## config.mk

```make
export PLATFORM = sky130hd
export DESIGN_NAME = issue_queue
export DESIGN_NICKNAME = d
export VERILOG_FILES = /design/src/rtl/issue_queue_pkg.sv /design/src/rtl/issue_wakeup.sv /design/src/rtl/issue_queue.sv
export SDC_FILE = /design/constraint.sdc
export NUM_CORES = 1
export LEC_CHECK = 0
export BUFFER_PORTS_ARGS = -buffer_cell sky130_fd_sc_hd__clkbuf_2
export CAP_MARGIN = 40
export CORE_MARGIN = 3
export CORE_UTILIZATION = 26
export CTS_BUF_LIST = sky130_fd_sc_hd__clkbuf_16
export CTS_CLUSTER_DIAMETER = 100
export DETAILED_ROUTE_END_ITERATION = 8
export HOLD_SLACK_MARGIN = 0.08
export MAX_ROUTING_LAYER = met4
export PLACE_DENSITY = 0.41
export SLEW_MARGIN = 20
export SYNTH_ARGS = -nofsm -noshare
export SYNTH_HDL_FRONTEND = slang
export SYNTH_SLANG_ARGS = --single-unit
```

## constraint.sdc

```tcl
create_clock -name clk -period 5.62 [get_ports clk]
set_input_delay 0.281 -clock clk [delete_from_list [all_inputs] [get_ports clk]]
set_output_delay 0.281 -clock clk [all_outputs]
set_load 0.02 [all_outputs]
```

## src/rtl/issue_queue_pkg.sv

```systemverilog
// Shared definitions for the issue queue: renamed-op width, default field
// positions inside an op, and the wakeup tag-match helper.
`ifndef RENAMED_OP_SZ
`define RENAMED_OP_SZ 40
`endif

package issue_queue_pkg;

    localparam int IQ_READY_LSB     = 4;
    localparam int IQ_TAG_LSB       = 8;
    localparam int IQ_TAG_WIDTH     = 6;
    localparam int IQ_TAG_WIDTH_MAX = 16;

    // Callers zero-extend narrower tags to IQ_TAG_WIDTH_MAX, keeping the match exact.
    function automatic logic tag_match(input logic                        wv,
                                       input logic [IQ_TAG_WIDTH_MAX-1:0] wt,
                                       input logic [IQ_TAG_WIDTH_MAX-1:0] t);
        return wv && (wt == t);
    endfunction

endpackage

```

## src/rtl/issue_wakeup.sv

```systemverilog
// Combinational wakeup for one op: sets the ready bit of every source whose
// tag matches a valid broadcast. All other op bits pass through unchanged.
module issue_wakeup
    import issue_queue_pkg::*;
#(
    parameter int INST_WIDTH = `RENAMED_OP_SZ,
    parameter int NUM_SRC    = 4,
    parameter int READY_LSB  = IQ_READY_LSB,
    parameter int TAG_LSB    = IQ_TAG_LSB,
    parameter int TAG_WIDTH  = IQ_TAG_WIDTH,
    parameter int NUM_WAKE   = 2
) (
    input  logic [INST_WIDTH-1:0]         op_in,
    input  logic [NUM_WAKE-1:0]           wake_valid,
    input  logic [NUM_WAKE*TAG_WIDTH-1:0] wake_tag,
    output logic [INST_WIDTH-1:0]         op_out
);

    always_comb begin
        op_out = op_in;
        for (int i = 0; i < NUM_SRC; i++) begin
            for (int k = 0; k < NUM_WAKE; k++) begin
                if (tag_match(wake_valid[k],
                              IQ_TAG_WIDTH_MAX'(wake_tag[k*TAG_WIDTH +: TAG_WIDTH]),
                              IQ_TAG_WIDTH_MAX'(op_in[TAG_LSB+i*TAG_WIDTH +: TAG_WIDTH]))) begin
                    op_out[READY_LSB+i] = 1'b1;
                end
            end
        end
    end

endmodule

```

## src/rtl/issue_queue.sv

```systemverilog
// Collapsing issue queue: slot 0 is oldest, issues the oldest fully-ready op.
// Optional flush port enabled by defining ISSUE_QUEUE_FLUSH_EN.
module issue_queue
    import issue_queue_pkg::*;
#(
    parameter int INST_WIDTH = `RENAMED_OP_SZ,
    parameter int DEPTH      = 8,
    parameter int NUM_SRC    = 4,
    parameter int READY_LSB  = IQ_READY_LSB,
    parameter int TAG_LSB    = IQ_TAG_LSB,
    parameter int TAG_WIDTH  = IQ_TAG_WIDTH,
    parameter int NUM_WAKE   = 2
) (
    input  logic                          clk,
    input  logic                          rst,
    input  logic                          entry_valid,
    input  logic [INST_WIDTH-1:0]         instr,
    output logic                          entry_ready,
    input  logic [NUM_WAKE-1:0]           wake_valid,
    input  logic [NUM_WAKE*TAG_WIDTH-1:0] wake_tag,
    input  logic                          next_ready,
    output logic                          result_valid,
    output logic [INST_WIDTH-1:0]         result_instr,
`ifdef ISSUE_QUEUE_FLUSH_EN
    input  logic                          flush,
`endif
    output logic [$clog2(DEPTH+1)-1:0]    count
);

    localparam int CW = $clog2(DEPTH+1);
    localparam int IW = $clog2(DEPTH);

    logic [INST_WIDTH-1:0] slot_q [DEPTH];
    logic [INST_WIDTH-1:0] slot_d [DEPTH];
    logic [INST_WIDTH-1:0] woken  [DEPTH];
    logic [INST_WIDTH-1:0] in_woken;
    logic [CW-1:0]         count_q, count_d, tail;
    logic [DEPTH-1:0]      issuable;
    logic [IW-1:0]         sel;
    logic                  any_issuable, issue_fire, enq_fire, flush_w;

`ifdef ISSUE_QUEUE_FLUSH_EN
    assign flush_w = flush;
`else
    assign flush_w = 1'b0;
`endif

    for (genvar g = 0; g <= DEPTH; g++) begin : g_wake
        if (g < DEPTH) begin : g_slot
            issue_wakeup #(
                .INST_WIDTH(INST_WIDTH), .NUM_SRC(NUM_SRC), .READY_LSB(READY_LSB),
                .TAG_LSB(TAG_LSB), .TAG_WIDTH(TAG_WIDTH), .NUM_WAKE(NUM_WAKE)
            ) u_wake (
                .op_in(slot_q[g]), .wake_valid(wake_valid), .wake_tag(wake_tag),
                .op_out(woken[g])
            );
        end else begin : g_in
            issue_wakeup #(
                .INST_WIDTH(INST_WIDTH), .NUM_SRC(NUM_SRC), .READY_LSB(READY_LSB),
                .TAG_LSB(TAG_LSB), .TAG_WIDTH(TAG_WIDTH), .NUM_WAKE(NUM_WAKE)
            ) u_wake (
                .op_in(instr), .wake_valid(wake_valid), .wake_tag(wake_tag),
                .op_out(in_woken)
            );
        end
    end

    // Selection looks at stored ready bits only; a wakeup becomes visible next cycle.
    always_comb begin
        sel          = '0;
        any_issuable = 1'b0;
        for (int i = DEPTH-1; i >= 0; i--) begin
            issuable[i] = (CW'(i) < count_q) && (&slot_q[i][READY_LSB +: NUM_SRC]);
            if (issuable[i]) begin
                sel          = IW'(i);
                any_issuable = 1'b1;
            end
        end
    end

    assign entry_ready  = (count_q < CW'(DEPTH));
    assign result_valid = any_issuable && !flush_w;
    assign result_instr = result_valid ? slot_q[sel] : '0;
    assign issue_fire   = result_valid && next_ready;
    assign enq_fire     = entry_valid && entry_ready;
    assign tail         = count_q - CW'(issue_fire);
    assign count        = count_q;

    always_comb begin
        for (int i = 0; i < DEPTH-1; i++) begin
            slot_d[i] = (issue_fire && (i >= int'(sel))) ? woken[i+1] : woken[i];
        end
        slot_d[DEPTH-1] = (issue_fire && (int'(sel) <= DEPTH-1)) ? '0 : woken[DEPTH-1];
        for (int i = 0; i < DEPTH; i++) begin
            if (enq_fire && (CW'(i) == tail)) slot_d[i] = in_woken;
            if (flush_w) slot_d[i] = '0;
        end
        count_d = flush_w ? '0 : count_q + CW'(enq_fire) - CW'(issue_fire);
    end

    always_ff @(posedge clk) begin
        if (rst) begin
            count_q <= '0;
            for (int i = 0; i < DEPTH; i++) slot_q[i] <= '0;
        end else begin
            count_q <= count_d;
            for (int i = 0; i < DEPTH; i++) slot_q[i] <= slot_d[i];
        end
    end

endmodule

```

---- Yosys cells after proc, flatten, opt, wreduce, memory -nomap -nowiden ----
Memories as Yosys holds them, arrays and structs flattened.
Index checks and enable logic that the tools add are counted.
storage, ports and cells
  register bits after elaboration ......... 4
  RAM bits ................................ 320
  input port bits ......................... 58
  output and inout port bits .............. 46
  logic and storage cells ................. 330
  memories ................................ 1
memories
  name    depth  bits a word  read ports  clocked after Yosys merged registers in  write ports  line               text
  slot_q  8      40           9           0                                        8            issue_queue.sv:33  logic [INST_WIDTH-1:0] slot_q [DEPTH];
operators by class
  add/subtract/negate cells ............... 3
  $lt $le $gt $ge ......................... 16
  equality and inequality tests ........... 79
  multiplexer cells ....................... 116
  bitwise gates (word level) .............. 8
  reductions and logical operators ........ 106
operators by type and width
  kind                                                                                 count
  40-bit 2-to-1 mux                                                                    25
  6-bit equality test                                                                  72
  1-bit logical AND                                                                    97
  1-bit 2-to-1 mux                                                                     83
  4-bit AND reduction                                                                  8
  3-bit 2-to-1 mux                                                                     8
  3-bit by 4-bit equality test with 1-bit output (first input constant)                4
  3-bit by 4-bit less-than comparator with 1-bit output (first input constant)         4
  3-bit greater-or-equal comparator (first input constant)                             3
  2-bit by 4-bit equality test with 1-bit output (first input constant)                2
  1-bit by 4-bit less-than comparator with 1-bit output (first input constant)         2
  2-bit by 4-bit less-than comparator with 1-bit output (first input constant)         2
  1-bit bitwise OR                                                                     8
  4-bit by 1-bit subtractor with 4-bit output                                          2
  1-bit by 3-bit greater-or-equal comparator with 1-bit output (first input constant)  2
  2-bit by 3-bit greater-or-equal comparator with 1-bit output (first input constant)  2
  4-bit by 1-bit adder with 4-bit output                                               1
  1-bit by 4-bit equality test with 1-bit output (first input constant)                1
  4-bit logical NOT                                                                    1
  4-bit less-than comparator (second input constant)                                   1

---- Depth between registers and ports, before layout ----
An unclocked memory read counts as a cell.
  depth after elaboration ................. 17
  depth in mapped cells ................... 22
  depth with buffers taken out ............ 16

---- Cells and area by module ----
A second synthesis with hierarchy kept.
second synthesis, totals
  cells, all modules ...................... 3,012
  area, all modules ....................... 24,456.0 um2
by module, submodules not included
  module        instances  cells each  area an instance (um2)  sequential area each (um2)
  issue_queue   1          2,049       16,978.8                6,486.2
  issue_wakeup  9          107         830.8                   0.0

---- Worst setup path after synthesis ----
No wires, ideal clock.
  path kind ............................... register to register
  start point ............................. register count_q[3], in the netlist count[3]
  end point ............................... memory slot_q[6][10] (netlist name)
  setup time .............................. 63 ps
  arrival ................................. 4,516 ps
  data required time ...................... 5,557 ps
  path slack .............................. 1,041 ps
  cell stages (with the launch flop) ...... 20
  buffers on the path ..................... 6
  clock period less this slack ............ 4,579 ps
  cells stage by stage .................... dfxtp_1 -> inv_1 -> ha_1 -> buf_4 -> or3b_4 -> a2bb2oi_2 -> buf_2 -> buf_2 -> nand4_1 -> nand2_1 -> buf_2 -> inv_1 -> ha_1 -> ha_1 -> clkbuf_1 -> or3_1 -> nor2_1 -> clkbuf_1 -> a22oi_1 -> nand3_1
RTL lines
  element                 line                text
  from (decl)             issue_queue.sv:37   logic [CW-1:0] count_q, count_d, tail;
  from (signal assigned)  issue_queue.sv:106  count_q <= count_d;
  to (decl)               issue_queue.sv:33

---- Worst setup path after layout ----
  start point ............................. register count_q[2], in the netlist count[2]
  end point ............................... output port result_instr[14]
between the ends
  longest elaborated chain between the ends .. 12
  elaborated cells on any way between the ends .. 34
  classes of those cells .................. order compare: 8; mux: 17; reduce/logical: 8; memory: 1
RTL lines
  element                                                line               text
  3-bit by 4-bit less-than comparator with 1-bit output  issue_queue.sv:73  issuable[i] = (CW'(i) < count_q) && (&slot_q[i][READY_LSB +: NUM_SRC]);
  1-bit logical AND                                      issue_queue.sv:73
  3-bit 2-to-1 mux (8 in a row)                          issue_queue.sv:74  if (issuable[i]) begin
  memory read 8 x 40 bit                                 --
  40-bit 2-to-1 mux (*)                                  issue_queue.sv:83  assign result_instr = result_valid ? slot_q[sel] : '0;
  to (decl)                                              issue_queue.sv:23  output logic [INST_WIDTH-1:0] result_instr,
Every way passes the cells marked *; elsewhere a longest branch is shown, timed or not.

==> metrics.txt <==
status=complete, no violations; Worst Slack Setup Final=462 ps; maximum clock frequency=around 190 MHz; first-pass GRT wire length=175000 um; die width=309 um; total core area=0.0904 mm^2; Crit Path Max Fanout=44; vias per cell=around 5.8; XOR/XNOR share of the synthesized area=16.0%; GRT Total Usage=between 20% and 30%; compound-gate portion of the synthesized area=21.2%; switch share=between 30% and 40%; critical path launch point type=flip-flop; Worst-Margin Slew=about 840 ps; Yosys cell types=65; Final Setup Violations=0; post-synthesis mux area share=around 1.6%; type of the worst setup path=reg2out; adder-cell area share of the yosys netlist=less than 1%; Mapped Cells=3289; Iteration-0 DRC Markers=2609; GPL Wtd Cong=0.863; Top-Level Pins=104; ANT nets after route=0; share of cells above drive strength 1=11.3%; total clock sinks=324; CP arrival=between 4000 and 5000 ps; via count=25315; H-tree depth=2; Setup TNS=0 ps; Worst IR Drop VDD=0.000190 V; Leak=0.00924 uW; Clock Path Buffers=3; Nets=roughly 3200; Internal Power=slightly below 5000 uW; clk_skew=29.6 ps; worst-path cell chain=inv_1, ha_1, nor2_1, o22ai_4, buf_4, a211oi_2, nand3_2, o22ai_1, or3_1, clkbuf_2; PD cells=277 mW/mm^2; Detailed Routing Iterations Pass 1=6; FF+latch count, synth=around 320; total CTS buffers=45; DP Cell Count=between 4000 and 5000; Syn Area/Cell=7.24 um^2; largest family of logic cells by synthesized area=simple AND/OR/NAND/NOR gates; slowest CP cell=o22ai_1; Rows=110; total wire length=120000 um; final hold viol count=0; sequential share of power=approximately two fifths; crit end category=output port; WP buf/inv=3; Psw=2650 uW; CTS tree=yes; crit-path max cell delay=680 ps; Clk pwr share=38.4%; Worst Hold Class=in2reg; most frequent cells in the layout=445 x nand2_1, 324 x dfxtp_1, 224 x nand3_1; slew margin rel.=a little over two fifths; Initial Util=roughly a quarter; register area share after synthesis=27.2%; largest net degree at the start of global routing=67; Required @ worst endpoint=about 5300 ps; RSZ-0062 raised after global routing=no; synthesized cell area=about 0.024 mm^2; placed inst area=0.0256 mm^2; drc violations=0; Async SR Flop Fraction=0%; vias in the first global route=23948; worst slack at placement=1000 ps; syn nets=3358; min cycle time layout=5160 ps; HPWL after DPL=around 78000 um; wire per inst=27.5 um; initial antenna violation count=1; warnings from Yosys=0; die area=0.0953 mm^2; die height=309 um; Max Cap Viol=0; area grow syn2layout=14.0%; EDFF count, synth=0; Final Slew Violations=0; delay-heaviest family, CP=simple AND/OR/NAND/NOR gates; Root Driver=clkbuf_16; worst skew pair latency=600 ps; commonest non-fill, non-tap cell in the layout=nand2_1; final period utilization=91.8%; Comb pwr share=between 20% and 30%; IO buf count=a little over 100; finished layout cell area=0.0272 mm^2; post-route insts no fill=about 4400; Overflow after GRT=0; Synth Area in Simple Gates=between 20% and 30%; ys flop type=dfxtp_1; clk slew on worst S/H paths=60 ps
final cells by class:
class                   instances  area [um^2]
multi-input cells            2529        15900
clock inverters                35          269
diodes                          1         2.50
well taps                    1176         1470
flip-flops and latches        324         6490
clock buffers                  46         1150
inverters                      48          180
fillers                      9776        63300
repair buffers                220         1730
cells by family after synthesis:
| family | count (synthesis) |
|---|---|
| AO/OA/AOI/OAI | 716 |
| XOR/XNOR | 435 |
| adder cells (fa/ha/maj) | 11 |
| buffers and inverters | 436 |
| flip-flops | 324 |
| multiplexers | 38 |
| AND/OR/NAND/NOR | 1329 |
flip-flops by register name (all words and copies together) (netlist names):
register,count
count,4
slot_q,320
power by group through the flow:
stage / Sequential, uW / Clock [uW] / Combinational [uW]
final: 2880 / 2890 / 1750
after global routing: 2900 / 3030 / 1910
after CTS: 2870 / 2930 / 1740
after detailed placement: 2910 / 0 / 1720
after global placement: 2920 / 0 / 1700
after floorplan: 2780 / 0 / 1220
synthesized netlist by cell type (all sizes together), types with 2 or more instances:
| cell type | instances | area share [%] |
|---|---|---|
| a2111oi | 36 | 2.1 |
| a211o | 2 | 0.074 |
| a211oi | 38 | 1.2 |
| a21boi | 3 | 0.11 |
| a21o | 2 | 0.063 |
| a21oi | 149 | 3.1 |
| a22o | 36 | 1.3 |
| a22oi | 36 | 1.1 |
| a2bb2oi | 2 | 0.13 |
| a311oi | 144 | 5.3 |
| a31oi | 2 | 0.079 |
| and2 | 5 | 0.13 |
| and3 | 4 | 0.11 |
| buf | 130 | 2.7 |
| clkbuf | 258 | 4.1 |
| dfxtp | 324 | 27 |
| ha | 10 | 0.53 |
| inv | 48 | 0.76 |
| mux2i | 37 | 1.6 |
| nand2 | 449 | 7.1 |
| nand2b | 11 | 0.29 |
| nand3 | 230 | 4.8 |
| nand4 | 83 | 2.2 |
| nor2 | 207 | 3.3 |
| nor2b | 6 | 0.16 |
| nor3 | 198 | 4.2 |
| nor4 | 67 | 1.8 |
| o211ai | 11 | 0.35 |
| o21ai | 162 | 3.4 |
| o22ai | 79 | 2.1 |
| o2bb2ai | 2 | 0.15 |
| o41ai | 4 | 0.15 |
| or2 | 13 | 0.34 |
| or3 | 52 | 1.4 |
| xnor2 | 219 | 8.1 |
| xor2 | 216 | 7.9 |
layer usage:
layer | routed length, um | vias to the layer above | global-route usage, %
li1 | - | 11470 | -
met1 | 55500 | 12547 | 35.3
met2 | 52600 | 1091 | 37.7
met3 | 8590 | 207 | 3.43
met4 | 3670 | 0 | 7.51
met5 | 0 | - | -
stage by stage:
step | hold WS, ps | total power (uW) | utilization, %
5_1_grt | 118 | 7840 | 30.0
6_report | 113 | 7510 | 30.0
3_3_place_gp | 472 | 4620 | 27.9
4_1_cts | 83.4 | 7540 | 30.0
3_5_place_dp | 472 | 4640 | 28.3
2_1_floorplan | 455 | 4000 | -
worst paths after layout:
check	from	to	slack, ps	depth (start not counted)
setup / recovery	count[2]	result_instr[14]	460	10
hold / removal	instr[6]	slot_q[6][6]	110	3
setup reg to reg	count[2]	slot_q[4][30]	970	10
hold reg to reg	slot_q[0][34]	slot_q[0][34]	480	2
worst register-to-register path: cells and delay by family (launching register included):
kind            cells  cell delay, ps
fa+ha+maj           1             380
compound gates      3            1110
buf+inv             3             820
flops               1             420
simple gates        3            1830
repair_timing:
item                                   4_1_cts  5_1_grt
buffers inserted                             0        0
resized for setup                            0        0
hold buffers                                11        0
endpoints found under the hold margin       44        0
Power figures use the tool's default switching activity.
